===== src/rtl/sm_regdump_tx_pkg.sv =====
// Shared types and framing constants for the register-dump UART transmitter.
package sm_regdump_tx_pkg;

    typedef enum logic [1:0] {
        S_IDLE    = 2'd0,
        S_SETADDR = 2'd1,
        S_SEND    = 2'd2
    } state_t;

    localparam int BYTES_PER_REG  = 5;
    localparam int BITS_PER_FRAME = 10;

endpackage


===== src/rtl/sm_regdump_tx_if.sv =====
// Debug register port bundle: dump control, register address/data pair, serial line.
interface sm_regdump_tx_if;
    logic        start;
    logic        busy;
    logic        done;
    logic [4:0]  regAddr;
    logic [31:0] regData;
    logic        tx;

    modport master (input start, regData, output busy, done, regAddr, tx);
    modport slave  (output start, regData, input busy, done, regAddr, tx);
endinterface


===== src/rtl/sm_regdump_tx_uart.sv =====
// Single 8N1 frame transmitter; ready is high during idle and the last cycle of the stop bit.
module sm_uart_tx_byte
    import sm_regdump_tx_pkg::*;
#(
    parameter int BAUD_DIV = 16
) (
    input  logic       clk,
    input  logic       rst,
    input  logic       load,
    input  logic [7:0] data,
    output logic       tx,
    output logic       ready
);

    logic        active;
    logic [15:0] baudCnt;
    logic [3:0]  bitCnt;
    logic [7:0]  shReg;
    logic        bitEnd;

    assign bitEnd = (baudCnt == 16'(BAUD_DIV - 1));
    // Signalling ready in the final stop-bit cycle lets the next load land with no gap.
    assign ready  = !active || (bitEnd && bitCnt == 4'(BITS_PER_FRAME - 1));

    always_ff @(posedge clk or posedge rst) begin
        if (rst) begin
            active  <= 1'b0;
            baudCnt <= '0;
            bitCnt  <= '0;
            shReg   <= '0;
            tx      <= 1'b1;
        end else if (load) begin
            active  <= 1'b1;
            baudCnt <= '0;
            bitCnt  <= '0;
            shReg   <= data;
            tx      <= 1'b0;
        end else if (active) begin
            if (bitEnd) begin
                baudCnt <= '0;
                if (bitCnt == 4'(BITS_PER_FRAME - 1)) begin
                    active <= 1'b0;
                    bitCnt <= '0;
                    tx     <= 1'b1;
                end else begin
                    // Ones shifted in at the top supply the stop bit after data bit 7.
                    bitCnt <= bitCnt + 4'd1;
                    tx     <= shReg[0];
                    shReg  <= {1'b1, shReg[7:1]};
                end
            end else begin
                baudCnt <= baudCnt + 16'd1;
            end
        end
    end

endmodule


===== src/rtl/sm_regdump_tx.sv =====
// Walks regAddr over the register file and streams address + big-endian data as UART bytes.
module sm_regdump_tx
    import sm_regdump_tx_pkg::*;
#(
    parameter int BAUD_DIV = 16,
    parameter int NREGS    = 32
) (
    input logic              clk,
    input logic              rst,
    sm_regdump_tx_if.master  bus
);

    state_t      state;
    logic [2:0]  byteIdx;
    logic [31:0] dataSr;
    logic        load;
    logic [7:0]  loadData;
    logic        uReady;

    // Byte 0 goes out straight from the address; data bytes come off the top of dataSr.
    always_comb begin
        load     = 1'b0;
        loadData = dataSr[31:24];
        if (state == S_SETADDR) begin
            load     = 1'b1;
            loadData = {3'b0, bus.regAddr};
        end else if (state == S_SEND && uReady && byteIdx < 3'(BYTES_PER_REG - 1)) begin
            load = 1'b1;
        end
    end

    always_ff @(posedge clk or posedge rst) begin
        if (rst) begin
            state       <= S_IDLE;
            bus.busy    <= 1'b0;
            bus.done    <= 1'b0;
            bus.regAddr <= '0;
            byteIdx     <= '0;
            dataSr      <= '0;
        end else begin
            bus.done <= 1'b0;
            unique case (state)
                S_IDLE: begin
                    if (bus.start) begin
                        bus.busy    <= 1'b1;
                        bus.regAddr <= '0;
                        state       <= S_SETADDR;
                    end
                end
                S_SETADDR: begin
                    dataSr  <= bus.regData;
                    byteIdx <= '0;
                    state   <= S_SEND;
                end
                S_SEND: begin
                    if (uReady) begin
                        if (byteIdx < 3'(BYTES_PER_REG - 1)) begin
                            byteIdx <= byteIdx + 3'd1;
                            dataSr  <= {dataSr[23:0], 8'h00};
                        end else if (bus.regAddr < 5'(NREGS - 1)) begin
                            bus.regAddr <= bus.regAddr + 5'd1;
                            state       <= S_SETADDR;
                        end else begin
                            bus.busy    <= 1'b0;
                            bus.done    <= 1'b1;
                            bus.regAddr <= '0;
                            state       <= S_IDLE;
                        end
                    end
                end
                default: state <= S_IDLE;
            endcase
        end
    end

    sm_uart_tx_byte #(.BAUD_DIV(BAUD_DIV)) uTx (
        .clk   (clk),
        .rst   (rst),
        .load  (load),
        .data  (loadData),
        .tx    (bus.tx),
        .ready (uReady)
    );

endmodule


===== src/flat_wrapper.sv =====
// flat-port wrapper written by rule: the top's interface ports become plain ports
module sm_regdump_tx_flat import sm_regdump_tx_pkg::*;
#(
    parameter int BAUD_DIV = 16,
    parameter int NREGS    = 32
)
  (clk, rst, bus_start, bus_regData, bus_busy, bus_done, bus_regAddr, bus_tx);
  sm_regdump_tx_if bus_i ();
  input logic clk;
  input logic rst;
  input wire logic [$bits(bus_i.start)-1:0] bus_start;
  input wire logic [$bits(bus_i.regData)-1:0] bus_regData;
  output wire logic [$bits(bus_i.busy)-1:0] bus_busy;
  output wire logic [$bits(bus_i.done)-1:0] bus_done;
  output wire logic [$bits(bus_i.regAddr)-1:0] bus_regAddr;
  output wire logic [$bits(bus_i.tx)-1:0] bus_tx;
  assign bus_i.start = bus_start;
  assign bus_i.regData = bus_regData;
  assign bus_busy = bus_i.busy;
  assign bus_done = bus_i.done;
  assign bus_regAddr = bus_i.regAddr;
  assign bus_tx = bus_i.tx;
  sm_regdump_tx #(.BAUD_DIV(BAUD_DIV), .NREGS(NREGS)) u_core (.clk(clk), .rst(rst), .bus(bus_i));
endmodule

===== config.mk =====
export PLATFORM = sky130hd
export DESIGN_NAME = sm_regdump_tx_flat
export DESIGN_NICKNAME = d
export VERILOG_FILES = /design/src/rtl/sm_regdump_tx_pkg.sv /design/src/rtl/sm_regdump_tx_if.sv /design/src/rtl/sm_regdump_tx_uart.sv /design/src/rtl/sm_regdump_tx.sv /design/src/flat_wrapper.sv
export SDC_FILE = /design/constraint.sdc
export NUM_CORES = 1
export LEC_CHECK = 0
export CORE_ASPECT_RATIO = 1.5
export CORE_MARGIN = 4
export CORE_UTILIZATION = 50
export DETAILED_ROUTE_END_ITERATION = 8
export PLACE_DENSITY = 0.86
export SKIP_CTS_REPAIR_TIMING = 1
export SYNTH_ARGS = -nofsm -noshare
export SYNTH_HDL_FRONTEND = slang
export SYNTH_SLANG_ARGS = --single-unit

===== constraint.sdc =====
create_clock -name clk -period 2.43 [get_ports clk]
set_input_delay 0.6075 -clock clk [delete_from_list [all_inputs] [get_ports clk]]
set_output_delay 0.6075 -clock clk [all_outputs]
set_load 0.05 [all_outputs]

==> flow_results.org <==
** Clock tree
- Number of sinks on the clock net :: 74
- The H-tree was split into 3 levels.
- Clock insertion delay at the later pin of the skew report :: 0.35 ns
- In this run the clock root is driven by a clkbuf_8.
- CTS tree :: built
- Number of CTS-inserted buffers :: 9
- After clock tree synthesis, the clock-pin slew on the worst setup and hold paths is approximately 0.080 ns.
- Maximum buffer depth of the clock tree :: 2

** Route
- Routed wl met3 :: between 400 and 500 um
- Signal routing reaches up to met4.
- Detailed-route via count :: 3078
- Mean number of vias per cell :: 5.87
- The final layout contains routed wiring with a total length of between 8000 and 9000 um.
- In the routed design, unresolved DRC markers number 0.
- After detailed routing, the average wire length per cell comes to 16.9 um.
- In this run the remaining antenna-violating nets after routing total 0.
- The first detailed-routing pass took 4 iterations.
- Iteration-0 DRC count of the detailed router :: 285
- Met1 Routed Length :: around 3400 um
- The routed design uses 4890 um of met2 wire.

** STA
- Dividing the final minimum period by the clock period gives 97.9%.
- Max-slew violation total from the final report :: 0
- Across the routed clock network, the largest skew measured is about 0.01 ns.
- Derived from the worst setup path, the maximum achievable clock frequency is around 0.42 GHz.
- The final hold violation count is 0.
- Slew at the pin closest to its max-slew limit :: between 0.7 and 0.8 ns
- The worst path in the final design needs a cycle of approximately 2.4 ns, including I/O delays and setup.
- Total of endpoints with negative setup slack in the final report :: 0
- On the final layout, the worst hold slack is just under 0.5 ns.
- RSZ-0062 raised after global routing :: no
- For the final routed database, the setup TNS stands at 0 ns.
- Slew Limit Headroom :: between 50% and 60%

** GRT
- Total global-route track usage :: roughly 22%
- The first global-routing pass estimated 15200 um of wire.
- Initial antenna violation count :: 0
- Largest net degree at the start of global routing :: 35
- Via count of the first global-routing pass :: around 3.3k
- After global routing the overflow that remains totals 0.

** Floorplanning
- The core region is about 0.0072 mm^2.
- The initial utilization of the core area, before any placement, comes to between 50% and 60%.
- The initialized floorplan defines 38 standard-cell rows.
- Die span in y :: approximately 110 um
- 43 I/O pins were placed.
- From left edge to right edge, the die measures slightly below 80 um.
- The die covers about 0.0089 mm^2.

** Outcome
- Outcome :: finished, final reports clean

** Yosys
- Prevailing post-synth register cell :: dfrtp_1
- For this run, the register share of the synthesized area comes to between 50% and 60%.
- Warnings from Yosys :: 0
- Asr flop ratio synth :: 100%
- Flip-flop and latch count after synthesis :: 74
- The number of nets handed over by synthesis was a little over 400.
- The netlist uses 53 different library cells.
- Each instance of the synthesized netlist takes up on average 10.2 um^2.
- Number of synthesized flops with an enable pin :: 0
- Synthesis produced 363 cells.
- The cell area that synthesis handed to floorplanning was 0.00369 mm^2.

** Flow run
- The tool flagged a number of max-cap violations equal to 0.

** Cells and area
- Relative to the synthesized area, the layout overhead comes to 25.2%.
- Share of layout cells above drive strength 1 :: 13.4%
- Most common cell after layout, fill and taps aside :: dfrtp_1
- Commonest non-fill, non-tap cells in the layout :: dfrtp_1 (73), clkdlybuf4s50_1 (42), nand3_1 (34), o21ai_0 (33), mux2i_1 (25)
- For this run, the post-layout net count is between 400 and 500.
- Total inserted antenna cells :: 0

** Pwr
- Psw :: 1660 uW
- Part of the total power dissipated in sequential elements :: between 40% and 50%
- Of the total power, combinational logic draws about two fifths.
- IR analysis of the VDD net gives a maximum drop of roughly 0.6 mV.
- For this design the static power due to leakage is approximately 0.0020 uW.
- Net switching is a little under two fifths of the power.
- Clock power share :: 18.7%
- The internal power of the cells totals ~2900 uW.
- Power per Cell Area :: 979 mW/mm^2

** Worst setup path
- By startpoint and endpoint, the worst setup path is classified as reg2reg.
- STA puts the critical path data required time at approximately 2.7 ns.
- Cell type of the slowest stage on the worst timing path :: or4_4
- Traced cell by cell, the critical path runs through or4_4 > or4_4 > o21ai_4 > buf_12 > a211oi_1 > a221o_1.
- Critical Path Most Common Cell :: or4_4
- Largest fanout of any net on the critical path :: 13
- Maximum cell stage delay along the critical path :: 0.61 ns
- The worst setup path is launched from a flop.
- Worst EP arrival :: between 2 and 3 ns
- Kind of end point of the critical path :: flop
- For flop-to-flop paths, the worst setup slack is around 0.051 ns.

** Placement
- Final HPWL from detailed placement :: 6210 um
- Quantity of I/O buffers inserted on ports :: 42
- Gp weighted congestion :: between 0.8 and 0.9

** Min path
- The min-delay analysis places its worst path in the category reg2reg.
## routing by layer
metal | track usage, % | up-vias
met2 | 39.2 | 91
li1 | - | 1453
met1 | 24.3 | 1522
met3 | 5.33 | 12
met5 | 0 | -
met4 | 8.98 | 0
## power groups by stage
| stage | combinational [uW] | clock [uW] | sequential [uW] |
|---|---|---|---|
| 2_1_floorplan | 1180 | 0 | 1890 |
| 6_report | 1770 | 848 | 1900 |
| 5_1_grt | 1970 | 914 | 1950 |
| 3_3_place_gp | 1670 | 0 | 1900 |
| 3_5_place_dp | 1750 | 0 | 1910 |
| 4_1_cts | 1760 | 863 | 1900 |
## sequential cells by signal (all words and copies together), names as in the netlist
| register | count |
|---|---|
| u_core.uTx.bitCnt | 4 |
| u_core.uTx.shReg | 8 |
| u_core.uTx.tx | 1 |
| u_core.uTx.baudCnt | 16 |
| u_core.uTx.active | 1 |
| u_core.bus.busy | 1 |
| u_core.byteIdx | 3 |
| u_core.bus.regAddr | 5 |
| u_core.dataSr | 32 |
| u_core.state | 2 |
| u_core.bus.done | 1 |
## area by class of cell
class	instances	area [um^2]
flip-flops and latches	74	1850
well taps	100	125
multi-input cells	257	1750
clock buffers	12	155
inverters	11	45.0
repair buffers	67	683
fillers	588	2600
clock inverters	3	15.0
## worst paths after layout
check	start	to	cells past startpoint
min reg2reg	u_core.byteIdx[0]	u_core.byteIdx[0]	1
min in group asynchronous	rst	u_core.uTx.baudCnt[2]	2
max	u_core.uTx.baudCnt[5]	u_core.uTx.shReg[2]	6
max reg2reg	u_core.uTx.baudCnt[5]	u_core.uTx.shReg[2]	6
min	u_core.byteIdx[0]	u_core.byteIdx[0]	1
max in group asynchronous	rst	u_core.dataSr[0]	3
## per-stage QoR
stage / cells / utilization (%) / instance area, um^2 / setup slack, ns / total power (uW)
floorplan: 363 / - / 3700 / 0.0994 / 3070
global placement: 509 / 61.1 / 4420 / 0.119 / 3570
detailed placement: 509 / 61.1 / 4420 / 0.0895 / 3660
CTS: 524 / 63.5 / 4590 / 0.0602 / 4520
global route: 524 / 64.0 / 4620 / 0.000465 / 4830
finish: 524 / 64.0 / 4620 / 0.0506 / 4530
## cell families after synthesis
family	synth area share, %
muxes	6.78
DFF	50.2
xor gates and xnor gates	2.61
and+or+nand+nor	16.2
buffers and inverters	3.56
adders and majority gates	1.69
AOI/OAI and AO/OA	19.0
## worst max-delay path, delay by kind of cell, from the launching register on
kind	cells	cell delay [ns]
and+or+nand+nor	2	1.19
DFF	1	0.38
buffers and inverters	1	0.16
AOI/OAI and AO/OA	3	0.52
## Yosys cell counts, drive strengths merged (3+ instances only)
library cell	number	share of area, %
nand4	6	1.0
o21bai	5	1.0
nand2b	3	0.51
nor2	20	2.1
nor2b	3	0.51
clkbuf	9	0.91
a32oi	5	1.2
or4	4	1.1
o31ai	3	0.61
nand3	34	4.6
a221o	5	1.4
nand2	19	1.9
o21ai	42	6.1
a211oi	6	1.2
a22o	10	2.4
xor2	5	1.2
nor3b	3	0.61
xnor2	6	1.4
ha	5	1.7
buf	12	1.5
a21oi	12	1.6
nor3	7	0.95
dfrtp	73	49
or3	5	0.85
inv	11	1.1
mux2i	25	6.8
Power figures use the tool's default switching activity.
